==> config.mk <==
export PLATFORM = sky130hd
export DESIGN_NAME = ps2_keycode_decoder
export DESIGN_NICKNAME = d
export VERILOG_FILES = /design/src/rtl/ps2_keycode_decoder.sv
export SDC_FILE = /design/constraint.sdc
export NUM_CORES = 1
export LEC_CHECK = 0
export ABC_AREA = 1
export CORE_ASPECT_RATIO = 0.5
export CORE_MARGIN = 4
export CORE_UTILIZATION = 55
export DETAILED_ROUTE_END_ITERATION = 8
export PLACE_DENSITY_LB_ADDON = 0.3
export REMOVE_ABC_BUFFERS = 1
export SKIP_CTS_REPAIR_TIMING = 1
export SYNTH_ARGS = -nofsm -noshare
export SYNTH_HDL_FRONTEND = slang
export SYNTH_SLANG_ARGS = --single-unit
==> constraint.sdc <==
create_clock -name clk -period 4.8 [get_ports clk]
set_input_delay 0.72 -clock clk [delete_from_list [all_inputs] [get_ports clk]]
set_output_delay 0.72 -clock clk [all_outputs]
set_load 0.02 [all_outputs]
==> src/rtl/ps2_keycode_decoder.sv <==
`default_nettype none
// ============================================================================
// Module  : ps2_keycode_decoder
// Brief   : PS/2 Set-2 scancode stream to ASCII, with prefix/modifier tracking
//           and a first-word-fall-through output FIFO.
// Revision: 1.0 - initial release
// ============================================================================
module ps2_keycode_decoder #(
  parameter int FIFO_DEPTH   = 8,
  parameter bit CAPS_LOCK_EN = 1'b1
) (
  input  logic       clk,
  input  logic       rst,
  input  logic [7:0] code_in,
  input  logic       code_valid,
  output logic [7:0] ascii_out,
  output logic       ascii_valid,
  input  logic       ascii_ready,
  output logic       shift_state,
  output logic       caps_state,
  output logic       overflow
);

  localparam int c_AW = (FIFO_DEPTH > 1) ? $clog2(FIFO_DEPTH) : 1;
  localparam int c_CW = c_AW + 1;
  localparam logic [c_CW-1:0] c_FULL_CNT = c_CW'(FIFO_DEPTH);

  localparam logic [1:0] c_ST_IDLE    = 2'd0;
  localparam logic [1:0] c_ST_EXT     = 2'd1;
  localparam logic [1:0] c_ST_BRK     = 2'd2;
  localparam logic [1:0] c_ST_EXT_BRK = 2'd3;

  logic [1:0]      r_state;
  logic            r_lshift;
  logic            r_rshift;
  logic            r_caps;
  logic [7:0]      r_mem [FIFO_DEPTH];
  logic [c_AW-1:0] r_wptr;
  logic [c_AW-1:0] r_rptr;
  logic [c_CW-1:0] r_count;
  logic            r_overflow;

  logic       w_shift;
  logic [7:0] w_lower;
  logic [7:0] w_other;
  logic       w_is_letter;
  logic       w_mapped;
  logic [7:0] w_char;
  logic       w_make;
  logic       w_push_req;
  logic       w_full;
  logic       w_pop;
  logic       w_push;

  assign w_shift = r_lshift | r_rshift;

  always_comb begin
    w_lower = 8'h00;
    case (code_in)
      8'h1C: w_lower = "a";
      8'h32: w_lower = "b";
      8'h21: w_lower = "c";
      8'h23: w_lower = "d";
      8'h24: w_lower = "e";
      8'h2B: w_lower = "f";
      8'h34: w_lower = "g";
      8'h33: w_lower = "h";
      8'h43: w_lower = "i";
      8'h3B: w_lower = "j";
      8'h42: w_lower = "k";
      8'h4B: w_lower = "l";
      8'h3A: w_lower = "m";
      8'h31: w_lower = "n";
      8'h44: w_lower = "o";
      8'h4D: w_lower = "p";
      8'h15: w_lower = "q";
      8'h2D: w_lower = "r";
      8'h1B: w_lower = "s";
      8'h2C: w_lower = "t";
      8'h3C: w_lower = "u";
      8'h2A: w_lower = "v";
      8'h1D: w_lower = "w";
      8'h22: w_lower = "x";
      8'h35: w_lower = "y";
      8'h1A: w_lower = "z";
      default: w_lower = 8'h00;
    endcase
  end

  // Digits honour shift only; caps lock never reaches this table.
  always_comb begin
    w_other = 8'h00;
    case (code_in)
      8'h16: w_other = w_shift ? "!" : "1";
      8'h1E: w_other = w_shift ? "@" : "2";
      8'h26: w_other = w_shift ? "#" : "3";
      8'h25: w_other = w_shift ? "$" : "4";
      8'h2E: w_other = w_shift ? "%" : "5";
      8'h36: w_other = w_shift ? "^" : "6";
      8'h3D: w_other = w_shift ? "&" : "7";
      8'h3E: w_other = w_shift ? "*" : "8";
      8'h46: w_other = w_shift ? "(" : "9";
      8'h45: w_other = w_shift ? ")" : "0";
      8'h29: w_other = 8'h20;
      8'h5A: w_other = 8'h0D;
      8'h66: w_other = 8'h08;
      8'h0D: w_other = 8'h09;
      default: w_other = 8'h00;
    endcase
  end

  assign w_is_letter = (w_lower != 8'h00);
  assign w_mapped    = w_is_letter | (w_other != 8'h00);
  assign w_char      = w_is_letter ? ((w_shift ^ r_caps) ? (w_lower - 8'h20) : w_lower)
                                   : w_other;

  assign w_make     = code_valid && (r_state == c_ST_IDLE) &&
                      (code_in != 8'hE0) && (code_in != 8'hF0);
  assign w_push_req = w_make && w_mapped;
  assign w_full     = (r_count == c_FULL_CNT);
  assign w_pop      = ascii_valid && ascii_ready;
  assign w_push     = w_push_req && (!w_full || w_pop);

  always_ff @(posedge clk) begin
    if (rst) begin
      r_state  <= c_ST_IDLE;
      r_lshift <= 1'b0;
      r_rshift <= 1'b0;
      r_caps   <= 1'b0;
    end else if (code_valid) begin
      case (r_state)
        c_ST_IDLE: begin
          if (code_in == 8'hE0) begin
            r_state <= c_ST_EXT;
          end else if (code_in == 8'hF0) begin
            r_state <= c_ST_BRK;
          end else begin
            if (code_in == 8'h12) r_lshift <= 1'b1;
            if (code_in == 8'h59) r_rshift <= 1'b1;
            if ((code_in == 8'h58) && CAPS_LOCK_EN) r_caps <= ~r_caps;
          end
        end
        c_ST_EXT: begin
          if (code_in == 8'hF0)      r_state <= c_ST_EXT_BRK;
          else if (code_in == 8'hE0) r_state <= c_ST_EXT;
          else                       r_state <= c_ST_IDLE;
        end
        c_ST_BRK: begin
          r_state <= c_ST_IDLE;
          if (code_in == 8'h12) r_lshift <= 1'b0;
          if (code_in == 8'h59) r_rshift <= 1'b0;
        end
        default: r_state <= c_ST_IDLE;
      endcase
    end
  end

  // Storage is reset too, so the head reads 0x00 after reset and stays stable when empty.
  always_ff @(posedge clk) begin
    if (rst) begin
      for (int i = 0; i < FIFO_DEPTH; i++) r_mem[i] <= 8'h00;
      r_wptr     <= '0;
      r_rptr     <= '0;
      r_count    <= '0;
      r_overflow <= 1'b0;
    end else begin
      r_overflow <= w_push_req && w_full && !w_pop;
      if (w_push) begin
        r_mem[r_wptr] <= w_char;
        r_wptr        <= r_wptr + c_AW'(1);
      end
      if (w_pop) r_rptr <= r_rptr + c_AW'(1);
      case ({w_push, w_pop})
        2'b10:   r_count <= r_count + c_CW'(1);
        2'b01:   r_count <= r_count - c_CW'(1);
        default: r_count <= r_count;
      endcase
    end
  end

  assign ascii_out   = r_mem[r_rptr];
  assign ascii_valid = (r_count != '0);
  assign shift_state = w_shift;
  assign caps_state  = r_caps;
  assign overflow    = r_overflow;

endmodule
`default_nettype wire

Word level (Yosys, flattened, before mapping) --
Memories as Yosys holds them, arrays and structs flattened. A register that Yosys moved wholly into a read port is not among the register bits. Cells that the tools add are included.
Word-level totals: bits in read-only memories 896, logic and storage cells 116, memory bits (writable) 64, memories 2, input port bits 12, flip-flop bits (word level) 16
Operators by class: multiplexer cells 40, bitwise gates (word level) 6, equal/unequal tests 33, add/sub/neg operators 5, reductions and logical operators 22
Memories:
- (no name shown) | depth 128, bits a word 7, rd ports 1, clocked after memory_dff 0, wr ports 0, line 59 | case (code_in)
- r_mem | depth 8, bits a word 8, rd ports 1, clocked after memory_dff 1, wr ports 8, line 37 | logic [7:0] r_mem [FIFO_DEPTH];
Operators by type and width (count):
- one-hot mux 7 bit (14 select lines) | 1
- == test 8 x 6 -> 1 bit (second input constant) | 7
- == test 8 x 7 -> 1 bit (second input constant) | 6
- 2-to-1 mux 5 bit | 8
- 2-to-1 mux 8 bit | 4
- == test 8 x 5 -> 1 bit (second input constant) | 3
- == test 8 bit (second input constant) | 2
- != test 8 bit (second input constant) | 2
- nonzero test 8 bit | 2
- 2-to-1 mux 1 bit | 15
- 2-to-1 mux 7 bit | 2
- AND reduction 6 bit | 2
- 2-to-1 mux 3 bit | 3
- == test 8 x 4 -> 1 bit (second input constant) | 1
- logical AND 1 bit | 8
- != test 2 bit (second input constant) | 4
- one-hot mux 4 bit (2 select lines) | 1
- OR reduction 8 bit | 1
- subtractor 8 x 6 -> 8 bit (second input constant) | 1
- adder 3 x 1 -> 3 bit (second input constant) | 2
- 2-to-1 mux 2 bit | 3
- AND reduction 5 bit | 1
- adder 4 x 1 -> 4 bit (second input constant) | 1
- == test 2 x 1 -> 1 bit (second input constant) | 2
- 16 further kinds | 24

Longest topological paths before layout --
word-level depth 12, mapped depth 22, depth with buffers taken out 22

Least setup slack after synthesis --
OpenSTA, ideal clock, no wires.
path kind input -> register, start point input code_in[1], end point register r_count[3], data arrival time 3043 ps, data required time 4685 ps, stages on the path 22, path buffers 0, path slack 1642 ps, setup time 115 ps, cell sequence inv_1 ha_1 nand2_1 nand2_1 o21ai_0 nand2_1 nand3_1 nand2_1 nor2_1 nand4_4 nand2_2 nand2_2 inv_1 ha_1 nand2_1 nor2_1 a211oi_1 nand2_1 nand2_1 nand3_1 nand2_1 nor2_1
On the way: longest elaborated chain between the ends 8, elaborated cells between the ends (all ways) 30, those cells by class eq/ne (18); mux (3); bitwise (1); reduce/logical (7); memory (1)
RTL lines:
- start, declared | line 14 | input logic [7:0] code_in,
- memory read (128 x 7 bit), or another cell as far along
- 2-to-1 mux 8 bit / one-hot mux 7 bit (14 select lines) (equally long branches) | line 59, 93
- nonzero test 8 bit (on tied branches) | line 112, 113
- OR 1 bit | line 113 | assign w_mapped = w_is_letter | (w_other != 8'h00);
- logical AND 1 bit (*) | line 119 | assign w_push_req = w_make && w_mapped;
- logical AND 1 bit (*) | line 122 | assign w_push = w_push_req && (!w_full || w_pop);
- == test 2 x 1 -> 1 bit / == test 2 bit (equally long branches) | line 173 | case ({w_push, w_pop})
- one-hot mux 4 bit (2 select lines) / nonzero test 2 bit (equally long branches)
- end signal, assigned | line 174 | 2'b10: r_count <= r_count + c_CW'(1);
- end signal, assigned | line 175 | 2'b01: r_count <= r_count - c_CW'(1);
- end signal, assigned | line 176 | default: r_count <= r_count;
- end, declared | line 40 | logic [c_CW-1:0] r_count;
Mark *: on every way between the ends. The rest lies on a longest branch, timed or not. A chain may end at the register's enable or synchronous reset.

Worst setup path in the final report --
Ends and elaborated chain as after synthesis.

==> results.yml <==
synth:
  async_reset_ff_share_pct: 0
  ys_ff_latch: 83
  yosysWarnings: 0
  synth-edff-count: 64
  synth_area_um2: 4770
  synth.area.top_cells: "edfxtp_1 40%, nor2_1 13%, dfxtp_1 8.0%"
  yosysMostFrequentCell: "nor2_1"
  synth_top_cell_area_share_pct: 40.3
  yosysSeqAreaShare_pct: 48.3
  avgSynthCellArea_um2: 8.13
  synth_common_cells: "167 x nor2_1, 90 x nand2_1, 64 x edfxtp_1"
  syn_inst: 586
  synth_ff_type: "edfxtp_1"
  synth_area_leader_cell: "edfxtp_1"
  synth_cell_types: 41
timing:
  worst_slew_pin_slew_ns: 0.900
  finClkSkew_ns: 0.00937
  hold_viol: 0
  maxSlewHeadroom_pct: 39.9
  grt_setup_unrepaired: "no"
  slew_violations: 0
  finalCriticalPeriod_ns: 3.85
  tns_ns: 0
  fin_crit_sh_pct: 80.3
  fmax_ghz: 0.259
  fin_ws_ns: 0.945
  setup_viol: 0
die:
  die_x_um: 140
  die_area_um2: 10300
  core-area_um2: 8200
  fp-row-count: 23
  top_level_ports: 24
  die_y_um: 73.8
  initial_core_util_pct: 58.1
power:
  p_leak_nw: 2.24
  powerDensity_nw_per_um2: 455
  totalPowerFinal_mw: 2.46
  ir_drop_mv: 0.285
cells_and_area:
  syn2layout_area_growth_pct: 13.5
  ff_latch_area_um2: 2300
  fillers: 671
  nNetsFinal: 634
  drive_gt1_share_pct: 8.97
  multi_input_area_um2: 2220
  diodes: 0
  final_cells: 725
flow_run:
  maxCapViolations: 0
setup_path:
  start_kind: "primary input"
  required_ns: 5.03
  crit_type: "primary input to register"
  end_kind: "register"
  cp.arrival_ns: 4.08
  cp_max_fo: 6
drt:
  route.detailed.drc: 0
  routed_wl_um: 11600
  drtIter0Drc: 421
  viasPerCell: 5.65
  wl_per_cell_um: 16.0
  drtAntennaViolNets: 0
  drtPass1Iterations: 5
  via_count: 4099
clock_tree:
  cts_tree: "yes"
  htree_levels: 3
  cts_buffers: 9
  cts.clk_slew.worst_paths_ns: 0.06
  cts-root-buf: "clkbuf_16"
  clk_path_buf_depth: 2
  insertion_delay_ns: 0.34
  cts_sinks: 83
global_route:
  grt_pass1_vias: 3824
  grt_overflow: 0
  grt_pass1_wl_um: 18800
  antenna_found_initial: 0
  grt_max_degree: 34
  grt_usage_pct: 23.2
min_path:
  hold_class: "register to register"
status:
  status: "complete, no violations"
placed_design:
  port_buffers: 23
  gp_congestion: 0.934
  dp.cells: 709
  hpwl_um: 8010
  place_ws_ns: 0.609
## stage by stage
| step | utilization [%] | hold slack [ns] | area [um2] |
|---|---|---|---|
| 6_report | 66.0 | 0.489 | 5410 |
| 5_1_grt | 66.0 | 0.512 | 5410 |
| 4_1_cts | 66.0 | 0.492 | 5410 |
| 3_5_place_dp | 62.1 | 0.469 | 5090 |
| 3_3_place_gp | 62.1 | 0.432 | 5090 |
| 2_1_floorplan | - | 0.415 | 4700 |
## power by group
group / switching, mW / leakage [nW] / internal [mW]
Sequential: 0.0596 / 0.817 / 0.836
Combinational: 0.532 / 1.26 / 0.301
Clock: 0.278 / 0.157 / 0.457
## placed cells by master (no fill, tap or decap), types with 3 or more instances in the layout
master	n
a211oi_1	3
clkinv_2	3
clkbuf_16	9
clkdlybuf4s50_1	23
inv_1	40
nor2_1	167
nand2_1	90
nor3_1	3
o2111ai_1	4
nand2_4	4
nand3_1	29
o22ai_1	9
inv_2	4
nor2_2	3
buf_4	3
edfxtp_1	64
dfxtp_1	19
nand2_2	9
nor2_4	3
a31oi_1	8
a21oi_1	27
o21ai_0	47
ha_1	13
## path summary, 6_finish.rpt
kind                      startpoint                       to  slack (ns)  cells past startpoint
min           r_rptr[0]$_SDFFE_PP0P_   r_rptr[0]$_SDFFE_PP0P_        0.49                      1
max reg2reg  r_count[1]$_SDFFE_PP0P_  r_count[3]$_SDFFE_PP0P_        2.50                     15
max                       code_in[1]  r_count[3]$_SDFFE_PP0P_        0.95                     23
min reg2reg   r_rptr[0]$_SDFFE_PP0P_   r_rptr[0]$_SDFFE_PP0P_        0.49                      1
## cell type report
type	count	area share (%)
sequential	83	42.6
multi-input combinational	442	41.1
timing repair buffer	26	4.67
clock buffer	10	4.23
inverter	46	3.26
tap	112	2.59
clock inverter	6	1.62
## flip-flops by register name, summed over array words and instances (netlist names), named ones only
register / flops
r_mem: 64
r_count: 4
r_rptr: 3
r_wptr: 3
r_state: 2
caps_state: 1
overflow: 1
r_lshift: 1
r_rshift: 1
## cell families (layout without fill, tap and decap cells)
logic type | after synthesis | in the layout | synth area share [%]
adder cells (fa/ha/maj) | 14 | 14 | 3.83
AO/OA/AOI/OAI | 103 | 103 | 12.1
AND/OR/NAND/NOR | 323 | 323 | 30.3
flip-flops | 83 | 83 | 48.3
buffers and inverters | 61 | 88 | 5.07
XOR/XNOR | 2 | 2 | 0.368
## worst max-delay path: stages
cell and delay (ns):
clkdlybuf4s50_1 0.55, inv_1 0.14, ha_1 0.26, nand2_1 0.15, nand2_1 0.11, o21ai_0 0.18, nand2_1 0.06, nand3_1 0.08
nand2_1 0.07, nor2_1 0.28, nand4_4 0.18, nand2_2 0.12, nand2_2 0.10, inv_1 0.10, ha_1 0.26, nand2_1 0.08
nor2_1 0.04, a211oi_1 0.23, nand2_1 0.09, nand2_1 0.09, nand3_1 0.08, nand2_1 0.06, nor2_1 0.04
## per-layer routing
layer | GRT usage [%] | wire length [um] | share of wire, % | up-vias
met4 | 5.91 | 155 | 1.3 | 0
met3 | 3.77 | 791 | 6.8 | 19
met5 | 0 | 0 | 0 | -
li1 | - | - | - | 2016
met2 | 40.6 | 5440 | 47 | 162
met1 | 30.9 | 5200 | 45 | 1902
No activity file was read; power rests on OpenSTA's default activity.
